<file path="config.mk">
export PLATFORM = sky130hd
export DESIGN_NAME = pipe_skid_reg
export DESIGN_NICKNAME = d
export VERILOG_FILES = /design/src/rtl/pipe_skid_reg_pkg.sv /design/src/rtl/pipe_data_reg.sv /design/src/rtl/pipe_skid_reg.sv
export SDC_FILE = /design/constraint.sdc
export NUM_CORES = 1
export LEC_CHECK = 0
export ABC_CLOCK_PERIOD_IN_PS = 2250
export BUFFER_PORTS_ARGS = -buffer_cell sky130_fd_sc_hd__buf_2
export CELL_PAD_IN_SITES_DETAIL_PLACEMENT = 0
export CELL_PAD_IN_SITES_GLOBAL_PLACEMENT = 1
export CORE_UTILIZATION = 39
export DETAILED_ROUTE_END_ITERATION = 10
export PLACE_DENSITY = 0.79
export SETUP_SLACK_MARGIN = 0.3
export SKIP_LAST_GASP = 1
export SLEW_MARGIN = 10
export SYNTH_ARGS = -nofsm -noshare
export SYNTH_HDL_FRONTEND = slang
export SYNTH_SLANG_ARGS = --single-unit
</file>
<file path="constraint.sdc">
create_clock -name clk -period 2.25 [get_ports clk]
set_clock_uncertainty 0.2 [all_clocks]
set_input_delay 0.1125 -clock clk [delete_from_list [all_inputs] [get_ports clk]]
set_output_delay 0.1125 -clock clk [all_outputs]
set_load 0.02 [all_outputs]
</file>
<file path="src/rtl/pipe_skid_reg_pkg.sv">
// Shared definitions for the E->M pipeline stage register: state encoding,
// default payload width and the storage control bundle.
package pipe_skid_reg_pkg;

    // Default payload: PC, Instr, ALUresult, rt, HILOout (5 x 32 bits).
    localparam int unsigned PIPE_DEFAULT_WIDTH = 160;

    // State register width; the encoding doubles as the live-entry count.
    localparam int unsigned PIPE_STATE_W = 2;

    localparam logic [PIPE_STATE_W-1:0] ST_EMPTY   = 2'd0;
    localparam logic [PIPE_STATE_W-1:0] ST_FULL    = 2'd1;
    localparam logic [PIPE_STATE_W-1:0] ST_SKIDDED = 2'd2;

    // Per-cycle commands to the main and skid storage registers.
    typedef struct packed {
        logic main_load;       // capture new payload into the main register
        logic main_from_skid;  // main register source is the skid entry
        logic main_clr;        // main register returns to BUBBLE
        logic skid_load;       // park the incoming payload in the skid entry
        logic skid_clr;        // skid entry returns to BUBBLE
    } pipe_ctrl_t;

endpackage

</file>
<file path="src/rtl/pipe_data_reg.sv">
// Payload storage register with load enable and synchronous clear-to-BUBBLE.
// Clear wins over load so a kill and a capture in the same cycle leave BUBBLE.
module pipe_data_reg
    import pipe_skid_reg_pkg::*;
#(
    parameter int unsigned      WIDTH  = PIPE_DEFAULT_WIDTH,
    parameter logic [WIDTH-1:0] BUBBLE = '0
) (
    input  logic             clk,
    input  logic             clr,
    input  logic             load,
    input  logic [WIDTH-1:0] d,
    output logic [WIDTH-1:0] q
);

    logic [WIDTH-1:0] data_q;

    // Hold, clear to BUBBLE, or capture the new payload.
    always_ff @(posedge clk) begin
        if (clr) begin
            data_q <= BUBBLE;
        end else if (load) begin
            data_q <= d;
        end
    end

    assign q = data_q;

endmodule

</file>
<file path="src/rtl/pipe_skid_reg.sv">
// Valid/ready pipeline stage register with an optional two-entry skid buffer.
// With SKID=1 in_ready depends only on registered state, breaking the
// out_ready -> in_ready path; with SKID=0 it is a single register whose
// in_ready follows the downstream consume. out_data is always registered.
module pipe_skid_reg
    import pipe_skid_reg_pkg::*;
#(
    parameter int unsigned      WIDTH  = PIPE_DEFAULT_WIDTH,
    parameter int unsigned      SKID   = 1,
    parameter logic [WIDTH-1:0] BUBBLE = '0
) (
    input  logic             clk,
    input  logic             reset,
    input  logic             flush,
    input  logic             in_valid,
    output logic             in_ready,
    input  logic [WIDTH-1:0] in_data,
    output logic             out_valid,
    input  logic             out_ready,
    output logic [WIDTH-1:0] out_data,
    output logic [1:0]       occupancy
);

    logic [PIPE_STATE_W-1:0] state_q;
    logic [PIPE_STATE_W-1:0] state_d;
    pipe_ctrl_t              ctrl_c;

    logic             accept_c;
    logic             consume_c;
    logic [WIDTH-1:0] main_d;
    logic [WIDTH-1:0] main_q;
    logic [WIDTH-1:0] skid_q;

    assign accept_c  = in_valid && in_ready;
    assign consume_c = out_valid && out_ready;

    // State register; reset priority is resolved in the next-state logic.
    always_ff @(posedge clk) begin
        state_q <= state_d;
    end

    // Next state and storage commands: reset, then flush, then handshakes.
    always_comb begin
        state_d = state_q;
        ctrl_c  = '0;

        if (reset || flush) begin
            state_d         = ST_EMPTY;
            ctrl_c.main_clr = 1'b1;
            ctrl_c.skid_clr = 1'b1;
        end else begin
            case (state_q)
                ST_EMPTY: begin
                    if (accept_c) begin
                        state_d          = ST_FULL;
                        ctrl_c.main_load = 1'b1;
                    end
                end

                ST_FULL: begin
                    if (accept_c && consume_c) begin
                        ctrl_c.main_load = 1'b1;
                    end else if (consume_c) begin
                        state_d         = ST_EMPTY;
                        ctrl_c.main_clr = 1'b1;
                    end else if (accept_c && (SKID != 0)) begin
                        state_d          = ST_SKIDDED;
                        ctrl_c.skid_load = 1'b1;
                    end
                end

                ST_SKIDDED: begin
                    // Older main entry leaves first; skid entry moves up.
                    if (consume_c) begin
                        state_d               = ST_FULL;
                        ctrl_c.main_load      = 1'b1;
                        ctrl_c.main_from_skid = 1'b1;
                        ctrl_c.skid_clr       = 1'b1;
                    end
                end

                default: begin
                    state_d         = ST_EMPTY;
                    ctrl_c.main_clr = 1'b1;
                    ctrl_c.skid_clr = 1'b1;
                end
            endcase
        end
    end

    // Main register source: the upstream payload or the parked skid entry.
    always_comb begin
        main_d = in_data;
        if (ctrl_c.main_from_skid) begin
            main_d = skid_q;
        end
    end

    pipe_data_reg #(
        .WIDTH  (WIDTH),
        .BUBBLE (BUBBLE)
    ) u_main_reg (
        .clk  (clk),
        .clr  (ctrl_c.main_clr),
        .load (ctrl_c.main_load),
        .d    (main_d),
        .q    (main_q)
    );

    generate
        if (SKID != 0) begin : g_skid
            pipe_data_reg #(
                .WIDTH  (WIDTH),
                .BUBBLE (BUBBLE)
            ) u_skid_reg (
                .clk  (clk),
                .clr  (ctrl_c.skid_clr),
                .load (ctrl_c.skid_load),
                .d    (in_data),
                .q    (skid_q)
            );

            // Ready only from registered state: no out_ready feed-through.
            assign in_ready = !reset && (state_q != ST_SKIDDED);
        end else begin : g_no_skid
            logic unused_skid_ctrl;

            assign skid_q           = BUBBLE;
            assign unused_skid_ctrl = ctrl_c.skid_load | ctrl_c.skid_clr;

            // Single entry: refill only when empty or draining this cycle.
            assign in_ready = !reset && (!out_valid || out_ready);
        end
    endgenerate

    assign out_valid = (state_q != ST_EMPTY);
    assign out_data  = main_q;
    assign occupancy = state_q;

endmodule

</file>
# Yosys cells after proc, flatten, opt, wreduce, memory -nomap -nowiden
# Cells that the tools add are included.
# totals
register_bits	322
output_inout_bits	164
wordCells	43
# classes
eq_ne	7
mux	22
reduce_logical	11
# op_table
cell	count
160-bit two-way mux	1
2-bit two-way mux	8
1-bit two-way mux	9
2-bit inequality test, second input constant	4
2-bit case mux with 3 select lines	1
1-bit logical AND	4
1-bit case mux with 2 select lines	2
4-bit AND reduction	1
2-bit OR reduction	2
3-bit inequality test, second input constant	1
1-bit case mux with 3 select lines	1
2-bit by 1-bit equality test with 1-bit output, second input constant	1
2-bit equality test, second input constant	1
2-bit logical NOT	1
2-bit nonzero test	1
1-bit logical NOT	1
1-bit logical OR	1

# Depth between registers and ports, before layout
# logic_depth
depth_word	8
mapped_depth	8
mapped_depth_nobuf	4

# By module
# Synthesis repeated with hierarchy kept, for this count alone.
# hier_totals
cells_unflattened	1232
area_unflattened_um2	13877.1
# by_module_without_submodules
mod	n_inst	cells_each	area_each_um2	seq_area_each_um2
pipe_data_reg	2	516	5693.0	3203.1
pipe_skid_reg	1	200	2491.1	40.0

# Least setup slack after synthesis
# No wires, ideal clock.
# synth_path
kind	flip-flop to flip-flop
start	register state_q[1] (netlist: occupancy[1])
end	register u_main_reg.data_q[100] (netlist: u_main_reg.q[100])
arrival_time_ns	1.746
t_required_ns	1.961
path_slack_ns	0.215
stages_incl_launch_ff	8
path_cell_list	dfxtp_1 > mux2i_2 > o2bb2ai_4 > and2_1 > buf_2 > buf_6 > buf_4 > a311oi_2
# synth_via
elab_chain_cells	7
elab_cells_between_ends	21
cone_classes	eq/ne (3); mux (11); reduce/logical (7)
# synth_rtl
element	line	source
start, declared	pipe_skid_reg.sv:24	logic [PIPE_STATE_W-1:0] state_q;
start signal, assigned	pipe_skid_reg.sv:39	state_q <= state_d;
2-bit inequality test	pipe_skid_reg.sv:124	assign in_ready = !reset && (state_q != ST_SKIDDED);
1-bit logical AND	pipe_skid_reg.sv:124	
1-bit logical AND	pipe_skid_reg.sv:34	assign accept_c = in_valid && in_ready;
1-bit logical AND	pipe_skid_reg.sv:61	if (accept_c && consume_c) begin
1-bit two-way mux or 2-bit two-way mux (tied branches)	pipe_skid_reg.sv:61	
1-bit case mux with 3 select lines or 1-bit case mux with 2 select lines (tied branches)	pipe_skid_reg.sv:52	case (state_q)
2-bit two-way mux or 1-bit two-way mux (tied branches)	pipe_skid_reg.sv:47	if (reset || flush) begin
end signal, assigned	pipe_data_reg.sv:21	data_q <= BUBBLE;
end signal, assigned	pipe_data_reg.sv:23	data_q <= d;
end, declared	pipe_data_reg.sv:16	logic [WIDTH-1:0] data_q;
# Parallel ways exist; a longest one is shown, timed or not.
# A chain may end at the register's enable or synchronous reset.

# Worst setup path after layout
# layout_path
start	register state_q[1] (netlist: occupancy[1])
end	register u_main_reg.data_q[78] (netlist: u_main_reg.q[78])
# Same word-level chain as after synthesis.

==> summary.json <==
{
  "status": {
    "outcome": "finished clean"
  },
  "floorplanning": {
    "die_height_um": 185,
    "coreArea_mm2": 0.0328,
    "fp.dieArea_mm2": 0.0343,
    "floorplan.die.width_um": 185,
    "ios": 329,
    "core.rowCount": 66,
    "initial_core_util": 0.399
  },
  "routing": {
    "detailroute.via_count": 13000,
    "drt-initial-drc-count": 687,
    "average_routed_wire_per_standard_cell_um": 17.3,
    "drcViolationCount": 0,
    "drtAntennaViolNets": 0,
    "viasPerCell": 5.13,
    "detailed_route_wire_length_um": 43900,
    "drtPass1Iterations": 5
  },
  "layout": {
    "share_of_final_layout_standard_cells_stronger_than_drive_strength_1": 0.274,
    "num_antenna_cells": 0,
    "layoutNonFillerInstCount": 2544,
    "final_nets": 2242,
    "areaGrowthSynthToFinish_pct": 43.1,
    "fillCellCount": 2991
  },
  "synthesis": {
    "ys.warnings.count": 0,
    "synthDistinctLibCells": 25,
    "synth_nets": 1771,
    "syn_inst": 1606,
    "synth_top_area_share": 0.492,
    "synth_largest_area_cell": "sky130_fd_sc_hd__dfxtp_1",
    "ys_seq_elements": 322,
    "synth-seq-area-share": 0.492,
    "synth_area_per_cell_um2": 8.15,
    "netlist_top_cells_area": "sky130_fd_sc_hd__dfxtp_1, sky130_fd_sc_hd__nand2_1, sky130_fd_sc_hd__a311oi_2, sky130_fd_sc_hd__a21oi_1, sky130_fd_sc_hd__nor2_1",
    "syn-cell-area_mm2": 0.0131
  },
  "global_routing": {
    "antenna_violations_before_repair": 0,
    "grt_first_pass_wirelength_um": 65300,
    "grt_max_degree": 85,
    "via_count_of_the_first_global_routing_pass": 12600,
    "grt.total_usage": 0.238,
    "gr-total-overflow": 0
  },
  "clock_tree": {
    "cts_made_buffers": 37,
    "worst_setup_hold_path_clk_slew_ns": 0.06,
    "ctsHtreeMaxLevel": 2,
    "cts.sinks": 322,
    "clock-root-buffer": "sky130_fd_sc_hd__clkbuf_16",
    "clkLatencyLatePin_ns": 0.51,
    "max-clock-path-buffers": 3,
    "cts_tree": "done"
  },
  "worst_setup_path": {
    "slowest_delay_ns": 0.38,
    "critical_path.cell_chain": "nor2b_4, buf_4, nand3_4, buf_12, buf_16, nand2_1, a311oi_2",
    "path_delay_family": "buffers and inverters",
    "critical_path_required_ns": 2.47,
    "crit-reg2reg-launch": "occupancy[1]$_SDFFE_PN0P_",
    "cp-end-kind": "flip-flop",
    "critical_path_peak_fanout": 49,
    "critical_path_arrival_ns": 2.10,
    "critical_path.startpoint": "occupancy[1]$_SDFFE_PN0P_",
    "crit_slowest_cell": "sky130_fd_sc_hd__dfxtp_4",
    "critical_path.n_buffers_inverters": 3,
    "worst_setup_path_start_kind": "flip-flop",
    "worst-setup-path-type": "reg2reg"
  },
  "timing": {
    "layout_min_cycle_time_ns": 1.88,
    "slew-limit-headroom": 0.715,
    "finalCritPeriodShare": 0.836,
    "grt_setup_unrepaired": "false",
    "final_setup_slack_of_the_worst_path_ns": 0.368,
    "report.final.hold_viol_count": 0,
    "final_hold_slack_ns": 0.105,
    "final-max-slew-violation-count": 0,
    "setup-tns-final_ns": 0,
    "setup_violations": 0,
    "tightestPinTransition_ns": 0.427,
    "maxClockFrequency_mhz": 531
  },
  "pwr": {
    "power.net_switching_w": 0.00349,
    "pwr-share-clk": 0.439,
    "p_leak_nw": 7.61,
    "pwr-share-seq": 0.436,
    "internal-power_w": 0.0103,
    "power_per_cell_area_mw_per_mm2": 734,
    "worst_ir_drop_vdd_uv": 630,
    "total_power_w": 0.0138,
    "switching_share": 0.253,
    "share_comb_of_total_power": 0.125
  },
  "worst_hold_path": {
    "hold_path.startpoint": "out_ready",
    "timing.hold.worst.class": "in2reg"
  },
  "placement": {
    "dpl.hpwl_um": 24800,
    "gp_congestion": 0.765,
    "cell_count_post_placement": 2286,
    "dp_worst_setup_slack_ns": 0.230,
    "buffer_ports.inserted": 328
  },
  "run": {
    "drv.max_cap_violation_count": 0
  }
}
worst min-delay path: stages:
cell and delay [ns]:
sky130_fd_sc_hd__buf_2 0.26, sky130_fd_sc_hd__mux2i_4 0.13, sky130_fd_sc_hd__nor2_1 0.14, sky130_fd_sc_hd__o21a_1 0.14
cell type report:
| class | instances | area, µm² | share of cell area |
|---|---|---|---|
| clock buffer | 52 | 1060 | 0.0568 |
| clock inverter | 12 | 149 | 0.00795 |
| multi-input combinational | 1146 | 6090 | 0.325 |
| sequential | 322 | 6450 | 0.344 |
| tap | 442 | 553 | 0.0295 |
| timing repair buffer | 570 | 4430 | 0.237 |
cells in the mapped netlist:
master / n
sky130_fd_sc_hd__o2bb2ai_4: 1
sky130_fd_sc_hd__nor2b_2: 2
sky130_fd_sc_hd__nor2_1: 163
sky130_fd_sc_hd__buf_2: 53
sky130_fd_sc_hd__a311oi_2: 100
sky130_fd_sc_hd__mux2i_2: 1
sky130_fd_sc_hd__clkbuf_1: 67
sky130_fd_sc_hd__buf_6: 1
sky130_fd_sc_hd__o21ai_0: 2
sky130_fd_sc_hd__and3_1: 2
sky130_fd_sc_hd__nor4_1: 1
sky130_fd_sc_hd__and2_1: 1
sky130_fd_sc_hd__a211oi_1: 1
sky130_fd_sc_hd__buf_4: 11
sky130_fd_sc_hd__a21oi_1: 161
sky130_fd_sc_hd__nand3_2: 1
sky130_fd_sc_hd__buf_1: 8
sky130_fd_sc_hd__nand2_1: 642
sky130_fd_sc_hd__a311oi_1: 60
sky130_fd_sc_hd__mux2i_1: 1
sky130_fd_sc_hd__o21a_1: 1
sky130_fd_sc_hd__or2_2: 1
sky130_fd_sc_hd__nor2b_1: 2
sky130_fd_sc_hd__nand3_1: 1
sky130_fd_sc_hd__dfxtp_1: 322
logic make-up (layout without fill, tap and decap cells):
kind of cell	after synthesis	after routing	synth area share
multiplexers	2	2	0.00182
AO/OA/AOI/OAI	326	326	0.220
flip-flops	322	322	0.492
buffers and inverters	140	634	0.0489
AND/OR/NAND/NOR	816	818	0.237
flip-flops by register name (all words and copies together), names as in the netlist:
signal	cells
g_skid.u_skid_reg.q	160
u_main_reg.q	160
occupancy	2
layout by cell type (no fill, tap or decap), types with 2 or more instances in the layout:
master / n
sky130_fd_sc_hd__nand2_1: 640
sky130_fd_sc_hd__buf_2: 328
sky130_fd_sc_hd__dfxtp_1: 320
sky130_fd_sc_hd__dlygate4sd3_1: 165
sky130_fd_sc_hd__nor2_1: 163
sky130_fd_sc_hd__a21oi_1: 161
sky130_fd_sc_hd__a311oi_2: 100
sky130_fd_sc_hd__a311oi_1: 60
sky130_fd_sc_hd__clkbuf_16: 47
sky130_fd_sc_hd__buf_4: 36
sky130_fd_sc_hd__buf_12: 22
sky130_fd_sc_hd__clkbuf_1: 9
sky130_fd_sc_hd__buf_16: 6
sky130_fd_sc_hd__clkinv_2: 5
sky130_fd_sc_hd__clkbuf_8: 4
sky130_fd_sc_hd__bufinv_16: 3
sky130_fd_sc_hd__buf_6: 3
sky130_fd_sc_hd__and2_4: 2
sky130_fd_sc_hd__and3_4: 2
sky130_fd_sc_hd__nand3_4: 2
sky130_fd_sc_hd__nor2b_1: 2
sky130_fd_sc_hd__o21ai_0: 2
sky130_fd_sc_hd__nand2_4: 2
sky130_fd_sc_hd__inv_6: 2
sky130_fd_sc_hd__buf_8: 2
power by group through the flow:
stage	registers, W	logic (W)	clock network (W)
after CTS	0.00600	0.00166	0.00616
after global placement	0.00612	0.00141	0
final	0.00600	0.00173	0.00603
after global routing	0.00601	0.00187	0.00637
after detailed placement	0.00612	0.00142	0
after floorplan	0.00631	0.000617	0
routing by layer:
layer / share of wire / track usage / vias to the layer above
met4: 0.030 / 0.0866 / 0
met2: 0.46 / 0.398 / 485
met1: 0.43 / 0.301 / 6116
met5: 0 / 0 / -
li1: - / - / 6347
met3: 0.073 / 0.0484 / 91
path summary, 6_finish.rpt:
| path | to | slack [ns] | depth (start not counted) |
|---|---|---|---|
| setup / recovery | u_main_reg.q[78]$_SDFFE_PP0P_ | 0.37 | 7 |
| hold / removal | occupancy[0]$_SDFFE_PN0P_ | 0.10 | 4 |
| setup reg to reg | u_main_reg.q[78]$_SDFFE_PP0P_ | 0.37 | 7 |
| hold reg to reg | g_skid.u_skid_reg.q[148]$_SDFFE_PP0P_ | 0.25 | 2 |
repair_timing:
action | CTS | global route
hold buffers | 165 | 0
cloned | 1 | 10
setup endpoints to repair | 126 | 310
hold endpoints to repair | 322 | 0
setup buffers | 1 | 17
gates resized for setup | 5 | 18
pin swaps | 1 | 3
through the flow:
| stage | utilization | area (µm²) |
|---|---|---|
| after floorplan | - | 13100 |
| after global placement | 0.469 | 15400 |
| after detailed placement | 0.469 | 15400 |
| after CTS | 0.557 | 18300 |
| after global routing | 0.572 | 18700 |
| final | 0.572 | 18700 |
No activity file was read; power rests on OpenSTA's default activity.
